## config.mk

```make
export PLATFORM = sky130hd
export DESIGN_NAME = nibble_add_seq
export DESIGN_NICKNAME = d
export VERILOG_FILES = /design/src/rtl/nibble_add_seq.sv
export SDC_FILE = /design/constraint.sdc
export NUM_CORES = 1
export LEC_CHECK = 0
export ABC_CLOCK_PERIOD_IN_PS = 2000
export CAP_MARGIN = 20
export CELL_PAD_IN_SITES_DETAIL_PLACEMENT = 0
export CELL_PAD_IN_SITES_GLOBAL_PLACEMENT = 1
export CORE_ASPECT_RATIO = 1.4
export CORE_MARGIN = 2
export CORE_UTILIZATION = 39
export DETAILED_ROUTE_END_ITERATION = 10
export PLACE_DENSITY_LB_ADDON = 0.1
export SYNTH_ARGS = -nofsm -noshare
export SYNTH_HDL_FRONTEND = slang
export SYNTH_SLANG_ARGS = --single-unit
```

## constraint.sdc

```tcl
create_clock -name clk -period 2 [get_ports clk]
set_input_delay 0.5 -clock clk [delete_from_list [all_inputs] [get_ports clk]]
set_output_delay 0.5 -clock clk [all_outputs]
set_load 0.05 [all_outputs]
```

## src/rtl/nibble_add_seq.sv

```systemverilog
// Multi-nibble adder sequencer driving one shared 4-bit adder slice.
// Optional SKIP_ZERO_CARRY_EN bypasses the carry-in pass when carry is 0.
module nibble_add_seq #(
  parameter int NIBBLES = 4
) (
  input  logic                 clk,
  input  logic                 rst_n,
  input  logic                 start,
  input  logic [4*NIBBLES-1:0] op_a,
  input  logic [4*NIBBLES-1:0] op_b,
  output logic                 busy,
  output logic                 done,
  output logic [4*NIBBLES-1:0] result,
  output logic                 cout_out,
  output logic [3:0]           add_a,
  output logic [3:0]           add_b,
  input  logic [3:0]           add_sum,
  input  logic                 add_cout
);

  localparam int W  = 4 * NIBBLES;
  localparam int IW = (NIBBLES > 1) ? $clog2(NIBBLES) : 1;

  localparam logic [1:0] IDLE    = 2'd0;
  localparam logic [1:0] ADD_AB  = 2'd1;
  localparam logic [1:0] ADD_CIN = 2'd2;
  localparam logic [1:0] DONE    = 2'd3;

  logic [1:0]    state_q, state_d;
  logic [W-1:0]  a_q, a_d;
  logic [W-1:0]  b_q, b_d;
  logic [W-1:0]  result_q, result_d;
  logic [IW-1:0] idx_q, idx_d;
  logic [3:0]    tmp_q, tmp_d;
  logic          carry_q, carry_d;
  logic          c1_q, c1_d;
  logic          cout_q, cout_d;
  logic          last;

  assign last     = (idx_q == IW'(NIBBLES - 1));
  assign busy     = (state_q != IDLE);
  assign done     = (state_q == DONE);
  assign result   = result_q;
  assign cout_out = cout_q;

  always_comb begin
    state_d  = state_q;
    a_d      = a_q;
    b_d      = b_q;
    result_d = result_q;
    idx_d    = idx_q;
    tmp_d    = tmp_q;
    carry_d  = carry_q;
    c1_d     = c1_q;
    cout_d   = cout_q;
    add_a    = 4'h0;
    add_b    = 4'h0;
    unique case (state_q)
      IDLE: begin
        if (start) begin
          a_d     = op_a;
          b_d     = op_b;
          idx_d   = '0;
          carry_d = 1'b0;
          state_d = ADD_AB;
        end
      end
      ADD_AB: begin
        add_a = a_q[4*idx_q +: 4];
        add_b = b_q[4*idx_q +: 4];
`ifdef SKIP_ZERO_CARRY_EN
        if (!carry_q) begin
          result_d[4*idx_q +: 4] = add_sum;
          carry_d = add_cout;
          if (last) begin
            cout_d  = add_cout;
            state_d = DONE;
          end else begin
            idx_d   = idx_q + 1'b1;
            state_d = ADD_AB;
          end
        end else begin
          tmp_d   = add_sum;
          c1_d    = add_cout;
          state_d = ADD_CIN;
        end
`else
        tmp_d   = add_sum;
        c1_d    = add_cout;
        state_d = ADD_CIN;
`endif
      end
      ADD_CIN: begin
        add_a = tmp_q;
        add_b = {3'b000, carry_q};
        result_d[4*idx_q +: 4] = add_sum;
        // the two passes can never both carry, so OR is exact
        carry_d = c1_q | add_cout;
        if (last) begin
          cout_d  = c1_q | add_cout;
          state_d = DONE;
        end else begin
          idx_d   = idx_q + 1'b1;
          state_d = ADD_AB;
        end
      end
      default: state_d = IDLE;
    endcase
  end

  always_ff @(posedge clk or negedge rst_n) begin
    if (!rst_n) begin
      state_q  <= IDLE;
      a_q      <= '0;
      b_q      <= '0;
      result_q <= '0;
      idx_q    <= '0;
      tmp_q    <= '0;
      carry_q  <= 1'b0;
      c1_q     <= 1'b0;
      cout_q   <= 1'b0;
    end else begin
      state_q  <= state_d;
      a_q      <= a_d;
      b_q      <= b_d;
      result_q <= result_d;
      idx_q    <= idx_d;
      tmp_q    <= tmp_d;
      carry_q  <= carry_d;
      c1_q     <= c1_d;
      cout_q   <= cout_d;
    end
  end

endmodule

```

==> summary.txt, run 1 <==
Global route
  • Global-route wire length before repair: 10,800 um
  • Initial antenna violation count: 0
  • GR Util All Layers: 0.183
  • Overflow left after global routing: 0
  • Largest net degree at the start of global routing: 60
  • Vias in the first global route: 2,240

Floorplan
  • Die W: 75.6 um
  • Die height: 104 um
  • Std cell rows: 36
  • Core area: 0.00694 mm^2
  • DIE AREA: 0.00787 mm^2
  • I/O Pins: 67
  • Starting Density: 0.403

Synthesis
  • Synth Net Count: 267
  • Yosys reg bits: 59
  • Yosys top cell area share: 0.528
  • Synthesized area: 0.00280 mm^2
  • Async set-reset flop share out of synthesis: 1.00
  • Area contributors post-synth: dfrtp_1, mux2_2, ha_1
  • Most common cell in the netlist: dfrtp_1
  • Count of cell types in the netlist: 32
  • Post-synth EDFFs: 0
  • Yosys warnings: 0
  • Post-synth top flop: dfrtp_1
  • Register area share after synthesis: 0.528
  • Syn Area/Cell: 12.9 um^2
  • Synth Instances: 217
  • Post-synth top cells: dfrtp_1, mux2_2, nand2_1
  • Area leader, netlist: dfrtp_1

STA
  • Fin crit share: 1.11
  • Post-Route Setup TNS: -1.37 ns
  • Hold Vio Cnt, Final: 0
  • Final Max Slew Viols: 0
  • RSZ-0062 raised after global routing: yes
  • Skew final: 0.00703 ns
  • Period minus WS final: 2.21 ns
  • Setup ws final: -0.215 ns
  • Worst Tran Pin Value: 0.486 ns
  • Worst slew margin: 0.678
  • Final setup vio count: 8
  • Max Clk Rate: 451 MHz

Cells and area
  • Filler instances: 602
  • Layout cell share with drive strength beyond 1: 0.446
  • # diodes: 0
  • Multi-input logic area: 0.00142 mm^2
  • Sequential cell area: 0.00148 mm^2
  • Syn-to-layout area delta: 49.2%
  • Final net count: 359
  • Non-Filler Instances: 409

Clocking
  • Clock tree sinks: 59
  • CTS tree: yes
  • Clock transition at path regs: 0.07 ns
  • Deepest clock path buffer count: 2
  • CTS root buf: clkbuf_8
  • H-tree depth: 3
  • Clock Latency Late Sink: 0.34 ns
  • Cts bufs inserted: 9

Run
  • Max-cap violations: 0

Placement
  • Detailed Place HPWL: 4400 um
  • IO Port Bufs: 66
  • Cell total after placement: 384
  • Final RePlAce weighted congestion: 0.731
  • Pre-CTS WS: 0.0463 ns

Critical path
  • Critical path cell sequence: buf_12, buf_6, mux2i_2, o311ai_4, buf_12
  • Critical path class: reg2out
  • Nature of the critical path startpoint: register
  • CP required: 1.50 ns
  • Critical path's largest stage delay: 0.44 ns
  • CP arrival: 1.71 ns
  • CP max stage cell: dfrtp_2
  • Crit path buf inv count: 3
  • R2R setup slack: 0.18 ns
  • Crit. End Element: output pin
  • Delay-heaviest family, CP: buffers and inverters
  • Cell mode on critical path: buf_12
  • Crit-path max FO: 7

Route
  • DR iter-0 viols: 102
  • DRC Markers: 0
  • 1st-pass router iterations: 4
  • Via Count: 2,024
  • Vias per cell: 4.95
  • Drt wl/cell: 15.3 um
  • Post-DRT Antenna Nets: 0
  • Final WL: 6250 um

Power and ir drop
  • Sw Share: 0.393
  • PD cells: 1690 mW/mm^2
  • Seq pwr share: 0.289
  • Part of the power in combinational logic: 0.555
  • Switch Pwr: 2.77 mW
  • LEAKAGE: 1.82 nW
  • Maximum VDD drop: 1.02 mV
  • Clock share of power: 0.156
  • Internal power: 4.27 mW

Status
  • Violated checks: setup timing
  • Outcome: complete, but fails checks

Worst hold path
  • Worst hold path class: in2async
metrics by stage:
| step | util | hold WS [ns] | power [mW] | instance area, um^2 |
|---|---|---|---|---|
| 2_1_floorplan | - | 0.204 | 4.46 | 2920 |
| 3_3_place_gp | 0.547 | 0.467 | 5.59 | 3790 |
| 3_5_place_dp | 0.547 | 0.472 | 5.62 | 3790 |
| 4_1_cts | 0.590 | 0.158 | 6.98 | 4090 |
| 5_1_grt | 0.602 | 0.175 | 7.51 | 4170 |
| 6_report | 0.602 | 0.152 | 7.04 | 4170 |
state kept, by name, indices dropped and copies added (netlist names):
name / cells
c1_q: 1
idx_q: 2
carry_q: 1
result: 16
a_q: 16
tmp_q: 4
cout_out: 1
state_q: 2
b_q: 16
worst reg2reg max path: stages (launching register included):
cell       delay, ns
dfrtp_2         0.42
clkbuf_16       0.17
buf_4           0.12
inv_1           0.07
ha_1            0.39
nand2b_1        0.12
nor4_4          0.31
a22o_1          0.18
cells by family (layout without fill, tap and decap cells):
logic type	after synthesis	after routing	share of synthesized area
DFF	59	59	0.528
buffers and inverters	15	112	0.0353
adders and majority gates	10	10	0.0447
muxes	50	50	0.211
AOI/OAI and AO/OA	32	32	0.0841
and+or+nand+nor	51	51	0.0967
repair_timing:
action / in CTS / in global routing
buffers inserted: 5 / 3
gates cloned: 0 / 1
hold buffers: 0 / 0
setup endpoints to repair: 11 / 8
resized for setup: 21 / 9
pin swaps: 5 / 6
routing by layer:
metal  up-vias  global-route usage  share of wire
met1       989               0.214           0.40
met3        13              0.0562          0.049
li1        971                   -              -
met2        51               0.303           0.52
met4         0              0.0702          0.023
met5         -                   0              0
worst paths after layout:
check	start	cells past startpoint	to
max	idx_q[0]$_DFFE_PN0P_	5	add_a[1]
min	rst_n	2	cout_out$_DFFE_PN0P_
max reg2reg	idx_q[0]$_DFFE_PN0P_	7	result[10]$_DFFE_PN0P_
min reg2reg	result[6]$_DFFE_PN0P_	2	result[6]$_DFFE_PN0P_
max in group asynchronous	rst_n	2	idx_q[0]$_DFFE_PN0P_
min in group clk	result[6]$_DFFE_PN0P_	2	result[6]$_DFFE_PN0P_
power by group through the flow:
stage / Sequential (mW) / Combinational, mW / Clock (mW)
5_1_grt: 2.11 / 4.20 / 1.19
6_report: 2.03 / 3.91 / 1.10
3_5_place_dp: 2.04 / 3.57 / 0
2_1_floorplan: 2.28 / 2.17 / 0
3_3_place_gp: 2.04 / 3.55 / 0
4_1_cts: 2.03 / 3.81 / 1.14
layout by cell type (no fill, tap or decap), types with 3 or more instances in the layout:
cell type,count
clkdlybuf4s50_1,38
nand3_2,3
dfrtp_1,57
ha_1,7
buf_4,34
buf_12,10
mux2i_1,3
nor2_1,5
o311ai_4,5
mux2_2,42
buf_6,4
a21oi_1,4
mux4_2,3
nand3_1,3
nor2b_4,3
o21ai_0,6
clkbuf_8,10
dlygate4sd2_1,3
inv_1,3
a22o_1,12
nand2_2,3
nand2_1,19
layout make-up:
| cell class | instances | area share |
|---|---|---|
| Inverter | 5 | 0.00450 |
| Multi-Input combinational cell | 143 | 0.340 |
| Tap cell | 95 | 0.0285 |
| Sequential cell | 59 | 0.354 |
| Timing Repair Buffer | 91 | 0.225 |
| Clock inverter | 6 | 0.0153 |
| Clock buffer | 10 | 0.0330 |
No activity file was read; power rests on OpenSTA's default activity.
==> run 2, diff against run 1 <==
- CAP_MARGIN: 20 -> not set
- SKIP_LAST_GASP: not set -> 1
==> run 2 against run 1 <==
Final area fell by 0.18%. Worst setup slack is essentially flat. Clock-buffer cell count unchanged. The flow still finishes with violations (setup timing). Largest power group unchanged. Global-route usage hardly changed. Highest routed layer unchanged.
==> summary.txt, run 2 (synthesized netlist as in run 1, its figures left out) <==
Status
  • Outcome: complete, but fails checks
  • Violated checks: setup timing

Clocking
  • Clock Latency Late Sink: 0.34 ns
  • H-tree depth: 3
  • CTS tree: yes
  • Deepest clock path buffer count: 2
  • Clock transition at path regs: 0.07 ns
  • CTS root buf: clkbuf_8
  • Cts hold-fix bufs: 0
  • Cts bufs inserted: 9
  • Clock tree sinks: 59

STA
  • Setup ws final: -0.215 ns
  • Worst Tran Pin Value: 0.486 ns
  • RSZ-0062 raised after global routing: yes
  • Final Max Slew Viols: 0
  • Period minus WS final: 2.21 ns
  • Final setup vio count: 8
  • Max Clk Rate: 451 MHz
  • Hold_ws: 0.138 ns
  • Fin crit share: 1.11
  • Worst slew margin: 0.678
  • Skew final: 0.00788 ns
  • Hold Vio Cnt, Final: 0
  • Post-Route Setup TNS: -1.40 ns

Critical path
  • Cell mode on critical path: buf_12
  • Crit path buf inv count: 3
  • Delay-heaviest family, CP: buffers and inverters
  • CP max stage cell: dfrtp_2
  • R2R setup slack: 0.16 ns
  • CP required: 1.50 ns
  • Crit-path max FO: 7
  • Critical path class: reg2out
  • Critical path cell sequence: buf_12, buf_6, mux2i_2, o311ai_4, buf_12
  • CP arrival: 1.71 ns
  • Crit. End Element: output pin
  • Critical path's largest stage delay: 0.45 ns
  • Nature of the critical path startpoint: register

Cells and area
  • Commonest non-fill, non-tap cell in the layout: dfrtp_1
  • Layout Utilization: 0.600
  • Commonest cells after routing, fill and taps aside: dfrtp_1, mux2_2, clkdlybuf4s50_1
  • Final net count: 359
  • Layout cell share with drive strength beyond 1: 0.439
  • Syn-to-layout area delta: 48.9%
  • Final Cell Area: 0.00417 mm^2
  • # diodes: 0

Global route
  • Global-route wire length before repair: 10,800 um
  • GR Util All Layers: 0.182
  • Initial antenna violation count: 0
  • Overflow left after global routing: 0
  • Largest net degree at the start of global routing: 60
  • Vias in the first global route: 2,233

Floorplan
  • DIE AREA: 0.00787 mm^2
  • Std cell rows: 36
  • Die height: 104 um
  • Die W: 75.6 um
  • Core area: 0.00694 mm^2
  • Starting Density: 0.403
  • I/O Pins: 67

Worst hold path
  • Worst hold path class: in2async

Route
  • Via Count: 2,026
  • Met2 WL: 3320 um
  • Drt wl/cell: 15.5 um
  • Met1 Wirelength: 2550 um
  • DR top layer: met4
  • DRC Markers: 0
  • Post-DRT Antenna Nets: 0
  • DR iter-0 viols: 99
  • WL met3: 314 um
  • 1st-pass router iterations: 4
  • Final WL: 6330 um
  • Vias per cell: 4.95

Placement
  • Final RePlAce weighted congestion: 0.731
  • IO Port Bufs: 66
  • Placed inst area: 0.00379 mm^2
  • Detailed Place HPWL: 4400 um

Power and ir drop
  • Switch Pwr: 2.77 mW
  • Seq pwr share: 0.289
  • Clock share of power: 0.156
  • Sw Share: 0.394
  • Internal power: 4.27 mW
  • Part of the power in combinational logic: 0.555
  • Maximum VDD drop: 0.980 mV
  • LEAKAGE: 1.82 nW
  • PD cells: 1690 mW/mm^2

Run
  • Max-cap violations: 0
-- run 2: cell counts in the layout (fill, tap and decap cells not counted) --
No cell type changed its count.
-- run 2: layout make-up --
type,instances,area (um^2)
Clock inverter,6,63.8
Sequential cell,59,1480
Timing Repair Buffer,91,937
Multi-Input combinational cell,143,1410
Tap cell,95,119
Clock buffer,10,138
Fill cell,612,2770
Inverter,5,18.8
-- run 2: metal layers --
| metal | track usage | vias to the layer above |
|---|---|---|
| li1 | - | 973 |
| met1 | 0.214 | 989 |
| met2 | 0.303 | 51 |
| met3 | 0.0562 | 13 |
| met4 | 0.0702 | 0 |
| met5 | 0 | - |
-- run 2: repair_timing --
action	CTS	global route
setup endpoints to repair	11	8
gates resized for setup	15	13
gates cloned	0	1
pin swaps	5	5
setup buffers	5	3
-- run 2: power by group through the flow --
stage,registers [mW],clock network [mW],logic [mW]
after floorplan,2.28,0,2.17
after global placement,2.04,0,3.55
after detailed placement,2.04,0,3.57
after CTS,2.03,1.14,3.76
after global routing,2.11,1.20,4.20
final,2.04,1.10,3.91
-- run 2: path summary, 6_finish.rpt --
path / from / endpoint / depth (start not counted)
min reg2reg: result[6]$_DFFE_PN0P_ / result[6]$_DFFE_PN0P_ / 2
max: idx_q[0]$_DFFE_PN0P_ / add_a[1] / 5
max in group asynchronous: rst_n / idx_q[0]$_DFFE_PN0P_ / 2
max reg2reg: idx_q[0]$_DFFE_PN0P_ / result[5]$_DFFE_PN0P_ / 8
min in group clk: result[6]$_DFFE_PN0P_ / result[6]$_DFFE_PN0P_ / 2
min: rst_n / cout_out$_DFFE_PN0P_ / 2
-- run 2: per-stage QoR --
| stage | power [mW] | worst slack (ns) | std cells |
|---|---|---|---|
| 2_1_floorplan | 4.46 | 0.0180 | 217 |
| 3_3_place_gp | 5.59 | 0.0903 | 384 |
| 3_5_place_dp | 5.62 | 0.0463 | 384 |
| 4_1_cts | 6.93 | -0.253 | 405 |
| 5_1_grt | 7.50 | -0.286 | 409 |
| 6_report | 7.04 | -0.215 | 409 |
